===== src/rtl/gpu_cmd_pkg.sv =====
// gpu_cmd_pkg
//    Definitions shared by both ends of the GPU command-stream link (this
//    issuer and the GPU command receiver):
//    - op codes and the number of argument words each op carries
//    - header / xy / wh field positions and word builders
//    - default screen geometry
//    - the packed request record
//    - the issuer FSM state encoding
package gpu_cmd_pkg;

   localparam int GPU_WIDTH  = 800;
   localparam int GPU_HEIGHT = 600;
   localparam int GPU_DEPTH  = 2;

   // Field positions inside a 32-bit command word.
   localparam int HDR_OP_LSB    = 0;
   localparam int HDR_COLOR_LSB = 16;
   localparam int ARG_LO_LSB    = 0;   // x or w
   localparam int ARG_HI_LSB    = 16;  // y or h

   typedef enum logic [1:0] {
      CMD_SWAP  = 2'd0,
      CMD_CMAP  = 2'd1,
      CMD_PIXEL = 2'd2,
      CMD_RECT  = 2'd3
   } cmd_op_e;

   typedef enum logic [2:0] {
      ST_IDLE = 3'd0,
      ST_HDR  = 3'd1,
      ST_A0   = 3'd2,
      ST_A1   = 3'd3,
      ST_A2   = 3'd4,
      ST_A3   = 3'd5
   } issuer_state_e;

   // Packed request: 2 + GPU_DEPTH + 40 + 96 bits.
   typedef struct packed {
      cmd_op_e                op;
      logic [GPU_DEPTH-1:0]   color;
      logic [9:0]             x;
      logic [9:0]             y;
      logic [9:0]             w;
      logic [9:0]             h;
      logic [95:0]            cmap;
   } cmd_req_t;

   // Number of argument words that follow the header.
   function automatic logic [2:0] arg_count(input logic [1:0] op);
      logic [2:0] n;
      case (op)
         CMD_SWAP:  n = 3'd0;
         CMD_CMAP:  n = 3'd4;
         CMD_PIXEL: n = 3'd1;
         default:   n = 3'd2;
      endcase
      return n;
   endfunction

   // Swap and ChangeColorMap carry no colour; the field is forced to zero.
   function automatic logic [31:0] header_word(input logic [1:0] op,
                                               input logic [1:0] color);
      logic [31:0] wd;
      wd = '0;
      wd[HDR_OP_LSB +: 2] = op;
      if (op == CMD_PIXEL || op == CMD_RECT) begin
         wd[HDR_COLOR_LSB +: 2] = color;
      end
      return wd;
   endfunction

   // Shared layout for the xy and wh argument words.
   function automatic logic [31:0] arg_pair(input logic [9:0] lo,
                                            input logic [9:0] hi);
      logic [31:0] wd;
      wd = '0;
      wd[ARG_LO_LSB +: 10] = lo;
      wd[ARG_HI_LSB +: 10] = hi;
      return wd;
   endfunction

   function automatic logic [31:0] cmap_word(input logic [95:0] cmap,
                                             input logic [1:0]  k);
      logic [23:0] e;
      case (k)
         2'd0:    e = cmap[23:0];
         2'd1:    e = cmap[47:24];
         2'd2:    e = cmap[71:48];
         default: e = cmap[95:72];
      endcase
      return {8'h00, e};
   endfunction

endpackage


===== src/rtl/gpu_cmd_fifo.sv =====
// gpu_cmd_fifo
//    Synchronous FIFO with asynchronous active-high reset. The head entry is
//    presented combinationally on rdata_o while empty_o is low.
//    Ports:
//       clk, rst   clock, async reset (flushes pointers and count)
//       push_i     write wdata_i this cycle (ignored when full unless popping)
//       pop_i      drop the head entry this cycle (ignored when empty)
//       wdata_i    entry to write
//       rdata_o    head entry
//       full_o     DEPTH entries stored
//       empty_o    no entries stored
module gpu_cmd_fifo #(
   parameter int DEPTH = 4,   // power of 2, >= 2
   parameter int W     = 8
) (
   input  logic         clk,
   input  logic         rst,
   input  logic         push_i,
   input  logic         pop_i,
   input  logic [W-1:0] wdata_i,
   output logic [W-1:0] rdata_o,
   output logic         full_o,
   output logic         empty_o
);

   localparam int AW = $clog2(DEPTH);

   logic [W-1:0]  mem_q [DEPTH];
   logic [AW-1:0] wptr_q, rptr_q;
   logic [AW:0]   count_q;
   logic          push_ok, pop_ok;

   assign full_o  = (count_q == (AW+1)'(DEPTH));
   assign empty_o = (count_q == '0);

   // A push into a full FIFO is accepted only when the head leaves in the
   // same cycle; the slot being written is then the one being vacated.
   assign push_ok = push_i & (~full_o | pop_i);
   assign pop_ok  = pop_i & ~empty_o;

   assign rdata_o = mem_q[rptr_q];

   always_ff @(posedge clk or posedge rst) begin
      if (rst) begin
         wptr_q  <= '0;
         rptr_q  <= '0;
         count_q <= '0;
      end else begin
         if (push_ok) wptr_q <= wptr_q + 1'b1;
         if (pop_ok)  rptr_q <= rptr_q + 1'b1;
         case ({push_ok, pop_ok})
            2'b10:   count_q <= count_q + 1'b1;
            2'b01:   count_q <= count_q - 1'b1;
            default: count_q <= count_q;
         endcase
      end
   end

   // Storage needs no reset: the pointers define what is valid.
   always_ff @(posedge clk) begin
      if (push_ok) mem_q[wptr_q] <= wdata_i;
   end

endmodule


===== src/rtl/gpu_cmd_issuer.sv =====
// gpu_cmd_issuer
//    Transmit end of the GPU command-stream link. Queues drawing requests from
//    the MMIO side and serialises each one as a header word followed by 0..4
//    argument words on consecutive cycles.
//
//    Build option GPU_CMD_CLIP_EN: when defined, off-screen Pixel/Rect requests
//    are dropped and Rect width/height are clipped to the screen edge.
//
//    Ports:
//       clk, rst        clock, asynchronous active-high reset
//       req_valid/req_ready   request handshake (push on valid & ready)
//       req_op, req_color, req_x, req_y, req_w, req_h, req_cmap   request fields
//       dv, dout        word valid / word to GPU
//       gpu_ready       GPU can take a header
//       busy            queue non-empty or a command in flight
//       cmds_issued     headers accepted by the GPU (wrapping)
//       dbg_state_o     current FSM state (issuer_state_e encoding)
//
//    Handshakes:
//       Request side: a request is taken on a rising edge where req_valid and
//       req_ready are both high; req_ready does not depend on req_valid.
//       GPU side: the header is held with dv=1 until a rising edge with
//       gpu_ready=1; the argument words then follow one per cycle with dv=1
//       and do not wait on gpu_ready.
module gpu_cmd_issuer
   import gpu_cmd_pkg::*;
#(
   parameter int FIFO_DEPTH = 4,
   parameter int WIDTH      = GPU_WIDTH,
   parameter int HEIGHT     = GPU_HEIGHT,
   parameter int DEPTH      = GPU_DEPTH
) (
   input  logic             clk,
   input  logic             rst,
   input  logic             req_valid,
   output logic             req_ready,
   input  logic [1:0]       req_op,
   input  logic [DEPTH-1:0] req_color,
   input  logic [9:0]       req_x,
   input  logic [9:0]       req_y,
   input  logic [9:0]       req_w,
   input  logic [9:0]       req_h,
   input  logic [95:0]      req_cmap,
   output logic             dv,
   output logic [31:0]      dout,
   input  logic             gpu_ready,
   output logic             busy,
   output logic [15:0]      cmds_issued,
   output logic [2:0]       dbg_state_o
);

   localparam int REQ_W = $bits(cmd_req_t);

   issuer_state_e        state_q, state_d;
   cmd_req_t             push_rec, head_rec, head_fixed, work_q;
   logic [REQ_W-1:0]     head_raw;
   logic [GPU_DEPTH-1:0] color_w;
   logic                 fifo_full, fifo_empty;
   logic                 push, pop, head_drop, hdr_accept;
   logic                 rdy_en_q;
   logic [15:0]          issued_q;
   logic [2:0]           nargs;

   // ---------------------------------------------------------------- request queue
   if (DEPTH >= GPU_DEPTH) begin : g_col_trunc
      assign color_w = req_color[GPU_DEPTH-1:0];
   end else begin : g_col_ext
      assign color_w = {{(GPU_DEPTH-DEPTH){1'b0}}, req_color};
   end

   always_comb begin
      push_rec       = '0;
      push_rec.op    = cmd_op_e'(req_op);
      push_rec.color = color_w;
      push_rec.x     = req_x;
      push_rec.y     = req_y;
      push_rec.w     = req_w;
      push_rec.h     = req_h;
      push_rec.cmap  = req_cmap;
   end

   // rdy_en_q keeps req_ready low while reset is held and until the first
   // clock edge afterwards.
   always_ff @(posedge clk or posedge rst) begin
      if (rst) rdy_en_q <= 1'b0;
      else     rdy_en_q <= 1'b1;
   end

   assign req_ready = rdy_en_q & ~fifo_full;
   assign push      = req_valid & req_ready;

   gpu_cmd_fifo #(
      .DEPTH (FIFO_DEPTH),
      .W     (REQ_W)
   ) u_fifo (
      .clk     (clk),
      .rst     (rst),
      .push_i  (push),
      .pop_i   (pop),
      .wdata_i (push_rec),
      .rdata_o (head_raw),
      .full_o  (fifo_full),
      .empty_o (fifo_empty)
   );

   assign head_rec = cmd_req_t'(head_raw);

   // ---------------------------------------------------------------- clipping
`ifdef GPU_CMD_CLIP_EN
   logic [10:0] rem_w, rem_h;
   logic        x_out, y_out;

   always_comb begin
      head_fixed = head_rec;
      head_drop  = 1'b0;
      x_out      = ({1'b0, head_rec.x} >= 11'(WIDTH));
      y_out      = ({1'b0, head_rec.y} >= 11'(HEIGHT));
      // Space left to the screen edge; only meaningful when not out of range.
      rem_w      = 11'(WIDTH)  - {1'b0, head_rec.x};
      rem_h      = 11'(HEIGHT) - {1'b0, head_rec.y};
      if (head_rec.op == CMD_PIXEL) begin
         head_drop = x_out | y_out;
      end else if (head_rec.op == CMD_RECT) begin
         head_drop = x_out | y_out | (head_rec.w == 10'd0) | (head_rec.h == 10'd0);
         if ({1'b0, head_rec.w} > rem_w) head_fixed.w = rem_w[9:0];
         if ({1'b0, head_rec.h} > rem_h) head_fixed.h = rem_h[9:0];
      end
   end
`else
   always_comb begin
      head_fixed = head_rec;
      head_drop  = 1'b0;
   end
`endif

   // ---------------------------------------------------------------- FSM: state register
   always_ff @(posedge clk or posedge rst) begin
      if (rst) state_q <= ST_IDLE;
      else     state_q <= state_d;
   end

   assign nargs = arg_count(work_q.op);

   // ---------------------------------------------------------------- FSM: next state
   always_comb begin
      state_d = state_q;
      case (state_q)
         ST_IDLE: if (!fifo_empty && !head_drop) state_d = ST_HDR;
         ST_HDR:  if (gpu_ready) state_d = (nargs == 3'd0) ? ST_IDLE : ST_A0;
         ST_A0:   state_d = (nargs > 3'd1) ? ST_A1 : ST_IDLE;
         ST_A1:   state_d = (nargs > 3'd2) ? ST_A2 : ST_IDLE;
         ST_A2:   state_d = ST_A3;
         ST_A3:   state_d = ST_IDLE;
         default: state_d = ST_IDLE;
      endcase
   end

   // ---------------------------------------------------------------- FSM: outputs
   // dv/dout decode from registered state only, so an async reset blanks the
   // link in the same instant.
   always_comb begin
      dv         = 1'b0;
      dout       = '0;
      pop        = 1'b0;
      hdr_accept = 1'b0;
      case (state_q)
         ST_IDLE: pop = ~fifo_empty;
         ST_HDR: begin
            dv         = 1'b1;
            dout       = header_word(work_q.op, work_q.color[1:0]);
            hdr_accept = gpu_ready;
         end
         ST_A0: begin
            dv   = 1'b1;
            dout = (work_q.op == CMD_CMAP) ? cmap_word(work_q.cmap, 2'd0)
                                           : arg_pair(work_q.x, work_q.y);
         end
         ST_A1: begin
            dv   = 1'b1;
            dout = (work_q.op == CMD_CMAP) ? cmap_word(work_q.cmap, 2'd1)
                                           : arg_pair(work_q.w, work_q.h);
         end
         ST_A2: begin
            dv   = 1'b1;
            dout = cmap_word(work_q.cmap, 2'd2);
         end
         ST_A3: begin
            dv   = 1'b1;
            dout = cmap_word(work_q.cmap, 2'd3);
         end
         default: begin
            dv   = 1'b0;
            dout = '0;
         end
      endcase
   end

   // ---------------------------------------------------------------- working register / counter
   // A dropped head is popped without disturbing the working register.
   always_ff @(posedge clk or posedge rst) begin
      if (rst)                    work_q <= '0;
      else if (pop && !head_drop) work_q <= head_fixed;
   end

   always_ff @(posedge clk or posedge rst) begin
      if (rst)             issued_q <= '0;
      else if (hdr_accept) issued_q <= issued_q + 16'd1;
   end

   assign cmds_issued = issued_q;
   assign busy        = ~fifo_empty | (state_q != ST_IDLE);
   assign dbg_state_o = state_q;

endmodule


===== config.mk =====
export PLATFORM = sky130hd
export DESIGN_NAME = gpu_cmd_issuer
export DESIGN_NICKNAME = d
export VERILOG_FILES = /design/src/rtl/gpu_cmd_pkg.sv /design/src/rtl/gpu_cmd_fifo.sv /design/src/rtl/gpu_cmd_issuer.sv
export SDC_FILE = /design/constraint.sdc
export NUM_CORES = 1
export LEC_CHECK = 0
export CORE_MARGIN = 3
export CORE_UTILIZATION = 58
export CTS_CLUSTER_SIZE = 14
export DETAILED_ROUTE_END_ITERATION = 8
export PLACE_DENSITY_LB_ADDON = 0.08
export SETUP_SLACK_MARGIN = 0.1
export SYNTH_ARGS = -nofsm -noshare
export SYNTH_HDL_FRONTEND = slang
export SYNTH_HIERARCHICAL = 1
export SYNTH_SLANG_ARGS = --single-unit

===== constraint.sdc =====
create_clock -name clk -period 5.2 [get_ports clk]
set_input_delay 0.52 -clock clk [delete_from_list [all_inputs] [get_ports clk]]
set_output_delay 0.52 -clock clk [all_outputs]
set_load 0.005 [all_outputs]

==> reports/results.tsv, run 1 <==
stage	metric	value	unit
place	io_buffers	191	
place	gp_congestion	0.778	
final_layout	multi_input_area	6440	µm²
logic_synthesis	synth_area	27900	µm²
sta	slew_headroom	23.2	%
power_and_ir_drop	p_int	0.0132	W
sta	rsz0062_at_grt	false	
final_layout	syn2layout_area_growth	17.5	%
final_layout	drive_above_1_share	22.3	%
setup_path	crit_path_max_incr_delay	0.90	ns
final_layout	postLayoutCoreUtil	69.6	%
sta	period_needed	4.13	ns
global_routing	track_usage	23.3	%
power_and_ir_drop	p_seq_share	45.4	%
clocking	cts-resized-gates	0	
run	drv_cap	0	
setup_path	crit_arrival	3.61	ns
clocking	clk_latency	0.60	ns
global_routing	antenna_found_initial	13	
power_and_ir_drop	p_leak	11.2	nW
logic_synthesis	synth_ff_type	edfxtp_1	
power_and_ir_drop	ir_worst_vdd	0.531	mV
setup_path	slowest_stage	nor2b_2	
detailed_routing	drtIter0Drc	986	
clocking	clock-sinks	727	
final_layout	stdcell_count	2182	
final_layout	design_area	32700	µm²
power_and_ir_drop	power_frac_comb	27.1	%
logic_synthesis	postSynthAreaPerCell	21.7	µm²
sta	max_freq	242	MHz
logic_synthesis	ys_top_cells_by_area	edfxtp_1 60%, dfrtp_1 15%, mux4_2 13%	
final_layout	finalNetCount	1662	
die	io_pins	198	
sta	slew_violations	0	
logic_synthesis	synthCells	1283	
clocking	clkTransAtPathRegs	0.06	ns
final_layout	nFillCells	2964	
place	place_inst	2042	
logic_synthesis	ys_ff_latch	727	
setup_path	crit_type	reg2out	
setup_path	cp_max_fo	23	
global_routing	grt_pass1_vias	13800	
setup_path	start_kind	flip-flop	
clocking	htreeDepth	3	
detailed_routing	wire_per_inst	26.0	µm
clocking	cts-root-buf	clkbuf_16	
logic_synthesis	async_reset_ff_share	23.0	%
clocking	tritoncts	yes	
clocking	cts_setup_buffers	0	
sta	worstMarginPinSlew	1.15	ns
power_and_ir_drop	swShare	28.2	%
logic_synthesis	yosysSeqAreaShare	75.4	%
logic_synthesis	synth_area_leader_cell	edfxtp_1	
detailed_routing	wl	56.8	mm
logic_synthesis	yosys_warnings	6	
sta	setup_viol	0	
detailed_routing	vias	13000	
logic_synthesis	synth.distinct_cells	42	
die	die-height	225	µm
detailed_routing	via_per_inst	5.97	
die	start_util	59.2	%
sta	hold_slack	0.382	ns
global_routing	overflow	0	
detailed_routing	postRouteAntennaNets	0	
detailed_routing	drc	0	
place	hpwl	34.2	mm
sta	hold_viol_final	0	
place	place_area	30400	µm²
sta	fin_tns_setup	0	ns
power_and_ir_drop	power_density	561	nW/µm²
final_layout	regArea	21000	µm²
logic_synthesis	netlist.area_leader.share	60.4	%
clocking	cts_buffers	74	
clocking	clockBufferDepth	3	
global_routing	grt_pass1_wl	86.6	mm
setup_path	cp-end-kind	output port	
setup_path	cp_cell_sequence	nor2b_2, nand2_1, o22ai_1, clkdlybuf4s50_1	
die	num_rows	79	
worst_hold_path	hp-class	in2async	
power_and_ir_drop	switching_power	0.00518	W
clocking	ctsHoldBuffers	0	
power_and_ir_drop	p_clk_share	27.5	%
sta	fin_crit_sh	79.5	%
run_status	outcome	finished, final reports clean	
die	die_w	225	µm
die	die-area	50700	µm²
detailed_routing	firstDrtPassIters	5	
logic_synthesis	synth_edf_count	560	
sta	skew	0.0284	ns
die	core_region_area	47100	µm²
global_routing	grt_max_degree	141	
setup_path	worstPathRequired	4.68	ns
setup_path	r2r_slack	2.03	ns
[synth_stat cells (6+ instances only)]
library cell / n
buf_6: 9
xnor2_1: 18
nand3_1: 9
edfxtp_1: 560
o22ai_1: 6
mux2_1: 89
buf_4: 15
nor2_1: 6
dfrtp_1: 167
nor2b_1: 7
mux2i_1: 29
inv_1: 9
a22oi_1: 6
clkbuf_1: 13
mux4_2: 156
buf_2: 32
o21ai_0: 17
nand4_1: 6
ha_1: 6
mux2_2: 56
nand2_1: 28
[sequential cells by signal (all words and copies together) (netlist names)]
name / flops
u_fifo/wptr_q: 2
cmds_issued: 16
u_fifo/rptr_q: 2
dbg_state_o: 3
work_q: 140
u_fifo/count_q: 3
rdy_en_q: 1
u_fifo/mem_q: 560
[worst max-delay path, delay by kind of cell, from the launching register on]
kind            cells  cell delay (ns)
compound gates      1             0.34
buf+inv             1             0.57
simple gates        2             1.50
flops               1             0.61
[metrics by stage]
step	worst slack, ns	power, W
after floorplan	0.360	0.0118
after global placement	1.77	0.0134
after detailed placement	1.68	0.0135
after CTS	1.01	0.0186
after global routing	0.747	0.0193
final	1.07	0.0184
[power groups by stage]
stage	combinational (W)	sequential, W	clock (W)
detailed placement	0.00503	0.00846	0
floorplan	0.00395	0.00788	0
global route	0.00538	0.00847	0.00540
global placement	0.00494	0.00842	0
finish	0.00498	0.00834	0.00504
CTS	0.00508	0.00836	0.00516
[placed cells by master (no fill, tap or decap), types with 5 or more instances in the layout]
cell type / count
nor2_1: 6
nor2b_1: 6
clkdlybuf4s50_1: 191
nand2_1: 28
xnor2_1: 18
nand3_1: 9
buf_4: 19
o21ai_0: 17
clkbuf_8: 5
mux2_1: 89
o22ai_1: 6
clkinv_1: 8
inv_1: 8
clkbuf_1: 26
dfrtp_1: 164
diode_2: 8
conb_1: 7
a22oi_1: 6
nand4_1: 6
clkinv_2: 10
buf_12: 6
mux2_2: 56
mux4_2: 156
mux2i_1: 29
ha_1: 6
clkbuf_16: 77
edfxtp_1: 560
[path summary, 6_finish.rpt]
check                                            startpoint                              to  depth (start not counted)
worst min register to register  cmds_issued[15]$_DFFE_PP0P_     cmds_issued[15]$_DFFE_PP0P_                          1
max in group asynchronous                               rst         work_q[124]$_DFFE_PP0P_                          3
worst min-delay path                                    rst    u_fifo/wptr_q[0]$_DFFE_PP0P_                          2
worst max register to register   dbg_state_o[0]$_DFFE_PP0P_  u_fifo/mem_q[1][115]$_DFFE_PP_                          4
worst max-delay path             dbg_state_o[1]$_DFFE_PP0P_                        dout[14]                          4
min in group clk                cmds_issued[15]$_DFFE_PP0P_     cmds_issued[15]$_DFFE_PP0P_                          1
[logic make-up after synthesis]
kind of cell,synth area share [%]
compound gates,0.876
xor+xnor,0.660
fa+ha+maj,0.341
buf+inv,1.64
flops,75.4
mux,19.6
other cells,0.0270
simple gates,1.54
[layout make-up]
| type | instances | area share, % |
|---|---|---|
| Inverter | 9 | 0.118 |
| Timing Repair Buffer | 216 | 6.64 |
| Clock buffer | 108 | 6.39 |
| Antenna cell | 8 | 0.0611 |
| Clock inverter | 24 | 0.665 |
| Tap cell | 607 | 2.32 |
| Multi-Input combinational cell | 483 | 19.7 |
| Sequential cell | 727 | 64.1 |
[per-layer routing]
layer,share of wire [%],track usage (%)
met1,41,32.4
met2,50,37.3
met3,7.0,6.57
met4,2.1,5.92
met5,0.20,0
Note: power is estimated with default switching activity, not from simulation.
==> run 2: changes to the inputs <==
==> constraint.sdc (replaced) <==
create_clock -name clk -period 4 [get_ports clk]
set_input_delay 0.4 -clock clk [delete_from_list [all_inputs] [get_ports clk]]
set_output_delay 0.4 -clock clk [all_outputs]
set_load 0.005 [all_outputs]
==> reports/results.tsv, run 2 (synthesized netlist as in run 1, its figures left out) <==
stage	metric	value	unit	change
setup_path	cp-end-kind	output port		
clocking	clockBufferDepth	3		unchanged
power_and_ir_drop	power_density	725	nW/µm²	+29%
die	die_w	225	µm	unchanged
place	place_area	30700	µm²	+0.79%
global_routing	grt_pass1_vias	13700		-0.52%
setup_path	rr_worst_depth	4		unchanged
final_layout	regMostFlops	u_fifo/mem_q		
power_and_ir_drop	power	0.0239	W	+30%
sta	hold_viol_final	0		unchanged
sta	skew	0.0201	ns	-0.00828 ns
setup_path	worstPathRequired	3.60	ns	-1.08 ns
global_routing	grt_max_degree	104		-26%
final_layout	drive_above_1_share	23.3	%	+1.1 points
sta	fin_crit_sh	88.7	%	
detailed_routing	drtIter0Drc	947		-4.0%
setup_path	reg2reg_to	u_fifo/mem_q[0][10]$_DFFE_PP_		
clocking	clock-sinks	727		unchanged
die	start_util	59.2	%	unchanged
worst_hold_path	hp-class	in2async		
die	io_pins	198		unchanged
detailed_routing	firstDrtPassIters	5		unchanged
sta	slew_headroom	41.2	%	+18 points
clocking	clk_latency	0.60	ns	about the same
detailed_routing	drc	0		unchanged
global_routing	overflow	0		unchanged
sta	period_needed	3.55	ns	
final_layout	final_common_cell	edfxtp_1		
detailed_routing	wl	57.2	mm	+0.85%
place	io_buffers	191		unchanged
global_routing	antenna_found_initial	4		-9
clocking	ctsHoldBuffers	0		unchanged
global_routing	track_usage	23.3	%	about the same
setup_path	crit_arrival	3.15	ns	-0.46 ns
final_layout	finalNetCount	1677		+0.90%
final_layout	final_cell_mix	560 x edfxtp_1, 191 x clkdlybuf4s50_1, 164 x dfrtp_1		
die	die-height	225	µm	unchanged
clocking	cts_setup_buffers	0		unchanged
setup_path	startpoint	dbg_state_o[0]$_DFFE_PP0P_		
die	core_region_area	47100	µm²	unchanged
setup_path	endpoint	dout[8]		
die	num_rows	79		unchanged
setup_path	start_kind	flip-flop		
die	die-area	50700	µm²	unchanged
final_layout	design_area	33000	µm²	+0.65%
clocking	htreeDepth	3		unchanged
run	drv_cap	0		unchanged
setup_path	r2r_start	dbg_state_o[0]$_DFFE_PP0P_		
power_and_ir_drop	ir_worst_vdd	0.451	mV	-15%
setup_path	crit_type	reg2out		
final_layout	stdcell_count	2193		+0.50%
place	place_inst	2059		+0.83%
detailed_routing	wire_per_inst	26.1	µm	+0.35%
final_layout	syn2layout_area_growth	18.3	%	
sta	slew_violations	0		unchanged
place	hpwl	36.4	mm	+6.4%
clocking	cts-resized-gates	0		unchanged
detailed_routing	vias	13100		+0.75%
global_routing	grt_pass1_wl	86.4	mm	-0.25%
sta	max_freq	282	MHz	
detailed_routing	postRouteAntennaNets	0		unchanged
sta	setup_viol	0		unchanged
power_and_ir_drop	p_leak	11.3	nW	+0.98%
clocking	tritoncts	yes		
sta	rsz0062_at_grt	false		
place	gp_congestion	0.766		-1.6%
setup_path	cp_max_fo	49		+110%
run_status	outcome	finished, final reports clean		
clocking	clkTransAtPathRegs	0.06	ns	about the same
final_layout	diodes	0		-8
clocking	cts-root-buf	clkbuf_16		
sta	worstMarginPinSlew	0.881	ns	-0.270 ns
final_layout	nFillCells	2913		-1.7%
setup_path	r2r_slack	1.13	ns	-0.90 ns
detailed_routing	via_per_inst	5.99		+0.25%
clocking	cts_buffers	72		-2.7%
final_layout	largest_reg_flops	560		unchanged
sta	fin_tns_setup	0	ns	unchanged
==> run 2: cell count changes in the layout (fill, tap and decap cells not counted) <==
cell,previous run,this run
clkinv_1,8,12
clkbuf_8,5,8
clkbuf_1,26,20
clkinv_2,10,11
clkinvlp_4,0,3
buf_12,6,15
bufinv_16,4,2
inv_6,3,2
buf_4,19,27
diode_2,8,0
==> run 2: worst max-delay path, cell delays in order (launching register included) <==
cell             delay [ns]
dfrtp_4                0.99
buf_4                  0.38
mux4_2                 0.52
nand2_1                0.07
o21ai_0                0.10
clkdlybuf4s50_1        0.48
==> run 2: area by class of cell <==
cell class | count | area [µm²] | share of cell area (%)
Tap cell | 607 | 759 | 2.30
Timing Repair Buffer | 233 | 2410 | 7.33
Sequential cell | 727 | 21000 | 63.7
Clock inverter | 29 | 193 | 0.585
Multi-Input combinational cell | 483 | 6440 | 19.5
Clock buffer | 105 | 2110 | 6.41
Inverter | 9 | 37.5 | 0.114
==> run 2: stage by stage <==
stage	utilization, %	setup slack, ns	hold WS, ns
floorplan	-	0.351	0.203
global placement	65.2	1.05	0.464
global route	70.1	0.242	0.235
finish	70.1	0.452	0.232
CTS	70.1	0.358	0.205
detailed placement	65.2	1.01	0.475
==> run 2: how the worst min path moves through the flow <==
stage                                       from                             to  slack [ns]  cells after the start
final                                        rst  u_fifo/count_q[2]$_DFFE_PP0P_        0.23                      2
after global routing                         rst  u_fifo/count_q[2]$_DFFE_PP0P_        0.24                      2
after CTS                                    rst  u_fifo/count_q[2]$_DFFE_PP0P_        0.21                      2
after detailed placement  work_q[84]$_DFFE_PP0P_         work_q[84]$_DFFE_PP0P_        0.47                      1
after global placement    work_q[40]$_DFFE_PP0P_         work_q[40]$_DFFE_PP0P_        0.46                      1
after floorplan                              rst  u_fifo/count_q[0]$_DFFE_PP0P_        0.20                      1
==> run 2: per-layer routing <==
layer / up-vias / GRT usage (%) / share of wire [%]
li1: 5669 / - / -
met1: 6995 / 32.5 / 41
met2: 373 / 38.5 / 51
met3: 82 / 5.26 / 5.9
met4: 8 / 5.23 / 1.6
met5: - / 0 / 0.084
==> run 2: where the power goes <==
part / internal [W] / switching, W / total (W)
registers: 0.00971 / 0.00107 / 0.0108
clock network: 0.00380 / 0.00269 / 0.00649
logic: 0.00361 / 0.00301 / 0.00662
